**src/rtl/tog_pulse_rx.sv**
```systemverilog
// rtl/tog_pulse_rx.sv - toggle-to-pulse event receiver with a small pending queue and an ack toggle
//
// Receives events sent as level toggles on tog_in from a remote clock domain.
// The level is synchronised and each detected transition becomes one pending
// event. Up to three events are held. The consumer takes them with an
// evt_valid/evt_ready handshake.
//
// Ports
//   clk        in   single clock; all state updates on posedge
//   reset      in   synchronous, active-high
//   tog_in     in   asynchronous toggle level, one transition per event
//   evt_valid  out  at least one event pending (decoded from pend_cnt)
//   evt_ready  in   consumer takes one event when evt_valid is high
//   ack_tog    out  toggle returned to the sender, flips on each accept
//   pend_cnt   out  pending events, 0..3
//   evt_total  out  accepted-event counter, wraps modulo 2^CNT_W
//   overflow   out  sticky: an event arrived with the queue full and was lost

module tog_pulse_rx #(
    parameter int SYNC_STAGES = 2,
    parameter int CNT_W       = 8
) (
    input  logic             clk,
    input  logic             reset,
    input  logic             tog_in,
    output logic             evt_valid,
    input  logic             evt_ready,
    output logic             ack_tog,
    output logic [1:0]       pend_cnt,
    output logic [CNT_W-1:0] evt_total,
    output logic             overflow
);

    // Priming lasts SYNC_STAGES+1 edges. The counter runs 0..SYNC_STAGES and
    // fits in 3 bits for the legal range of SYNC_STAGES.
    localparam logic [2:0] PRIME_LAST = 3'(SYNC_STAGES);

    typedef enum logic {
        ST_PRIME,
        ST_RUN
    } state_t;

    state_t           state;
    state_t           state_nxt;
    logic [2:0]       prime_cnt;
    logic [2:0]       prime_cnt_nxt;

    logic [SYNC_STAGES-1:0] sync_q;
    logic             sync_out;
    logic             tog_prev;
    logic             primed;
    logic             detect;
    logic             accept;

    logic [1:0]       pend_nxt;
    logic             overflow_nxt;

    // Synchroniser chain: bit 0 samples tog_in. The MSB is the settled level.
    always_ff @(posedge clk) begin
        if (reset) begin
            sync_q <= '0;
        end else if (SYNC_STAGES > 1) begin
            sync_q <= {sync_q[SYNC_STAGES-2:0], tog_in};
        end else begin
            sync_q <= {SYNC_STAGES{tog_in}};
        end
    end

    assign sync_out = sync_q[SYNC_STAGES-1];

    // tog_prev also follows sync_out during priming. The flops are cleared by
    // reset, so a high tog_in at release ripples through as a 0->1 edge.
    // Masking detect for SYNC_STAGES+1 edges hides that edge. By the end,
    // tog_prev has caught up with the static level.
    always_ff @(posedge clk) begin
        if (reset) begin
            tog_prev <= 1'b0;
        end else begin
            tog_prev <= sync_out;
        end
    end

    // Priming FSM: state register
    always_ff @(posedge clk) begin
        if (reset) begin
            state     <= ST_PRIME;
            prime_cnt <= '0;
        end else begin
            state     <= state_nxt;
            prime_cnt <= prime_cnt_nxt;
        end
    end

    // Priming FSM: next state
    always_comb begin
        state_nxt     = state;
        prime_cnt_nxt = prime_cnt;
        case (state)
            ST_PRIME: begin
                if (prime_cnt == PRIME_LAST) begin
                    state_nxt = ST_RUN;
                end else begin
                    prime_cnt_nxt = prime_cnt + 3'd1;
                end
            end
            ST_RUN: begin
                state_nxt = ST_RUN;
            end
            default: begin
                state_nxt     = ST_PRIME;
                prime_cnt_nxt = '0;
            end
        endcase
    end

    assign primed = (state == ST_RUN);
    assign detect = primed & (sync_out ^ tog_prev);

    // evt_valid comes only from the registered count, so evt_ready has no
    // combinational path to it.
    assign evt_valid = (pend_cnt != 2'd0);
    assign accept    = evt_valid & evt_ready;

    // Pending-count update. When the queue is full and an event arrives with
    // no accept, the event is dropped and the drop is recorded.
    always_comb begin
        pend_nxt     = pend_cnt;
        overflow_nxt = overflow;
        if (detect && !accept) begin
            if (pend_cnt == 2'd3) begin
                overflow_nxt = 1'b1;
            end else begin
                pend_nxt = pend_cnt + 2'd1;
            end
        end else if (accept && !detect) begin
            pend_nxt = pend_cnt - 2'd1;
        end
    end

    always_ff @(posedge clk) begin
        if (reset) begin
            pend_cnt  <= 2'd0;
            overflow  <= 1'b0;
            ack_tog   <= 1'b0;
            evt_total <= '0;
        end else begin
            pend_cnt <= pend_nxt;
            overflow <= overflow_nxt;
            if (accept) begin
                ack_tog   <= ~ack_tog;
                evt_total <= evt_total + 1'b1;
            end
        end
    end

endmodule
```
**config.mk**
```make
export PLATFORM = sky130hd
export DESIGN_NAME = tog_pulse_rx
export DESIGN_NICKNAME = d
export VERILOG_FILES = /design/src/rtl/tog_pulse_rx.sv
export SDC_FILE = /design/constraint.sdc
export NUM_CORES = 1
export LEC_CHECK = 0
export ABC_CLOCK_PERIOD_IN_PS = 1400
export CAP_MARGIN = 10
export CORE_UTILIZATION = 52
export CTS_BUF_LIST = sky130_fd_sc_hd__clkbuf_4
export DETAILED_ROUTE_END_ITERATION = 8
export GPL_TIMING_DRIVEN = 1
export HOLD_SLACK_MARGIN = 0.06
export PLACE_DENSITY = 0.8
export SLEW_MARGIN = 20
export SYNTH_ARGS = -nofsm -noshare
export SYNTH_HDL_FRONTEND = slang
export SYNTH_SLANG_ARGS = --single-unit
```
**constraint.sdc**
```tcl
create_clock -name clk -period 1.4 [get_ports clk]
set_input_delay 0.28 -clock clk [delete_from_list [all_inputs] [get_ports clk]]
set_output_delay 0.28 -clock clk [all_outputs]
set_load 0.005 [all_outputs]
```
==> impl_metrics.env <==
export IMPL_status="complete, no violations"
export IMPL_numCtsBuffers=3
export IMPL_grt_setup_unrepaired="false"
export IMPL_worstSkewPairLatency_ns=0.30
export IMPL_cts_tree="built"
export IMPL_die_width_um=42.9
export IMPL_hold_ws_ns=0.448
export IMPL_start_util_pct=56.3
export IMPL_synth_cell_type_count=26
export IMPL_ys_top_cells_by_area="dfxtp_1, a21oi_1, ha_1"
export IMPL_async_reset_ff_share_pct=0
export IMPL_diodes=0
export IMPL_syn_inst=96
export IMPL_final_nets=135
export IMPL_ctsHtreeMaxLevel=1
export IMPL_powerDensity_nw_per_um2=894
export IMPL_cts_root_buf="clkbuf_4"
export IMPL_wl_per_cell_um=13.0
export IMPL_fillers=100
export IMPL_period_share_pct=94.8
export IMPL_critPathArrivalTime_ns=1.56
export IMPL_io_pins=17
export IMPL_drt_iter0_drc=7
export IMPL_leakage_nw=0.547
export IMPL_grt_pass1_vias=741
export IMPL_routed_wl_um=1870
export IMPL_cp_max_fo=4
export IMPL_layout_common_cells="buf_4, dlygate4sd2_1, dfxtp_2"
export IMPL_peakVddDrop_mv=0.852
export IMPL_min_period_ns=1.33
export IMPL_slowest_stage="or3_4"
export IMPL_multi_input_area_sq_um=463
export IMPL_synthFlopType="dfxtp_1"
export IMPL_clockBufferDepth=2
export IMPL_startpoint_type="flop"
export IMPL_ys_seq_area_share_pct=43.8
export IMPL_final_common_cell="buf_4"
export IMPL_cts_sinks=19
export IMPL_grt_util_all_layers_pct=22.0
export IMPL_rows=14
export IMPL_place_congestion=0.737
export IMPL_drtAntennaViolNets=0
export IMPL_drv_cap=0
export IMPL_hpwl_um=1160
export IMPL_syn_cell_area_sq_um=868
export IMPL_yosysTopAreaCellShare_pct=43.8
export IMPL_cp_slowest_stage_delay_ns=0.41
export IMPL_synth_top_area_cell="dfxtp_1"
export IMPL_syn2layout_area_growth_pct=38.8
export IMPL_grt_pass1_wl_um=2990
export IMPL_grt_max_degree=14
export IMPL_placement_io_buffers=16
export IMPL_antenna_found_initial=0
export IMPL_drive_gt1_share_pct=32.3
export IMPL_relSlewSlack_pct=71.5
export IMPL_syn_nets=103
export IMPL_ys_warn_count=0
export IMPL_drcViolationCount=0
export IMPL_worstMarginPinSlew_ns=0.426
export IMPL_die_h_um=42.9
export IMPL_avgSynthCellArea_sq_um=9.05
export IMPL_finalHoldViolCount=0
export IMPL_drt_vias_per_instance=5.59
export IMPL_min_path_type="input port to flop"
export IMPL_max_freq_ghz=0.754
export IMPL_synth_seq_cells=19
export IMPL_dieArea_sq_um=1840
export IMPL_cp_required_ns=1.63
export IMPL_maxSlewViolCount=0
export IMPL_endpoint_kind="flop"
export IMPL_first_pass_iters=4
export IMPL_finalSetupTns_ns=0
export IMPL_worst_setup_path_type="flop to flop"
export IMPL_core_area_sq_um=1540
export IMPL_crit_chain="buf_4 > ha_4 > o2111ai_4 > or3_4 > a21oi_2"
export IMPL_clkTransAtPathRegs_ns=0.11
export IMPL_vias=799
export IMPL_finalClockSkew_ns=0.00788
export IMPL_grt_overflow_total=0
export IMPL_setup_viol=0
export IMPL_synth_edf_count=0
export IMPL_regArea_sq_um=402
==> kinds of logic after synthesis <==
kind of cell	synth area share, %
AND/OR/NAND/NOR	19.3
AO/OA/AOI/OAI	20.0
flip-flops	43.8
buffers and inverters	7.35
XOR/XNOR	4.03
adder cells (fa/ha/maj)	4.32
multiplexers	1.15
==> per-layer routing <==
metal  global-route usage (%)  vias up  part of all wire (%)
met4                     15.6        0                   3.1
met5                        0        -                     0
met3                     4.68        6                   3.6
met1                     26.1      376                    46
li1                         -      400                     -
met2                     34.8       17                    48
==> power by group <==
| group | switching [mW] | total (mW) | internal, mW |
|---|---|---|---|
| Combinational | 0.0818 | 0.168 | 0.0862 |
| Sequential | 0.0499 | 0.633 | 0.583 |
| Clock | 0.169 | 0.276 | 0.106 |
==> final cells by class <==
| class | instances | area share [%] |
|---|---|---|
| multi-input cells | 65 | 38.4 |
| flip-flops and latches | 19 | 33.3 |
| repair buffers | 33 | 22.4 |
| clock buffers | 3 | 1.87 |
| inverters | 6 | 1.87 |
| well taps | 16 | 1.66 |
| clock inverters | 1 | 0.415 |
==> metrics by stage <==
| stage | total power, mW | util [%] | area, sq um | setup slack (ns) | cells |
|---|---|---|---|---|---|
| finish | 1.08 | 78.2 | 1200 | 0.0734 | 143 |
| CTS | 1.08 | 75.7 | 1170 | 0.00434 | 143 |
| global route | 1.16 | 78.2 | 1200 | 0.00542 | 143 |
| floorplan | 0.765 | - | 868 | 0.146 | 96 |
| detailed placement | 0.811 | 69.2 | 1070 | -0.240 | 130 |
| global placement | 0.802 | 69.2 | 1070 | -0.210 | 130 |
==> cell usage after synthesis, drive strengths merged (2+ instances only) <==
cell	instances
xor2	4
buf	3
o21ai	7
nand4	2
nand3	2
ha	3
a21oi	9
nand2	3
o2111ai	2
or3	5
nor2b	5
nor2	9
clkbuf	3
o31ai	2
dfxtp	19
or4	3
inv	6
o211ai	3
==> critical path: cells and delay by family (launching register included) <==
family | cells | cell delay (ns)
flip-flops | 1 | 0.34
AND/OR/NAND/NOR | 1 | 0.41
buffers and inverters | 1 | 0.13
AO/OA/AOI/OAI | 2 | 0.22
adder cells (fa/ha/maj) | 1 | 0.15
==> registers in the layout, summed over array words and instances, names as in the netlist <==
register and cells:
overflow 1, evt_total 8, tog_prev 1, primed 1, pend_cnt 2, sync_q 2, prime_cnt 3, ack_tog 1
==> what timing repair did <==
action | in CTS | in global routing
hold buffers | 0 | 0
gates resized for setup | 28 | 9
pin swaps | 0 | 4
endpoints found under the setup margin | 13 | 5
buffers inserted | 9 | 0
==> worst paths after layout <==
| path | from | endpoint | slack, ns | depth (start not counted) |
|---|---|---|---|---|
| hold reg to reg | sync_q[0] | sync_q[1] | 0.45 | 1 |
| setup reg to reg | evt_total[1] | evt_total[6] | 0.07 | 5 |
| setup / recovery | evt_total[1] | evt_total[6] | 0.07 | 5 |
| hold / removal | evt_ready | evt_total[7] | 0.45 | 4 |
Note: power is estimated with default switching activity, not from simulation.
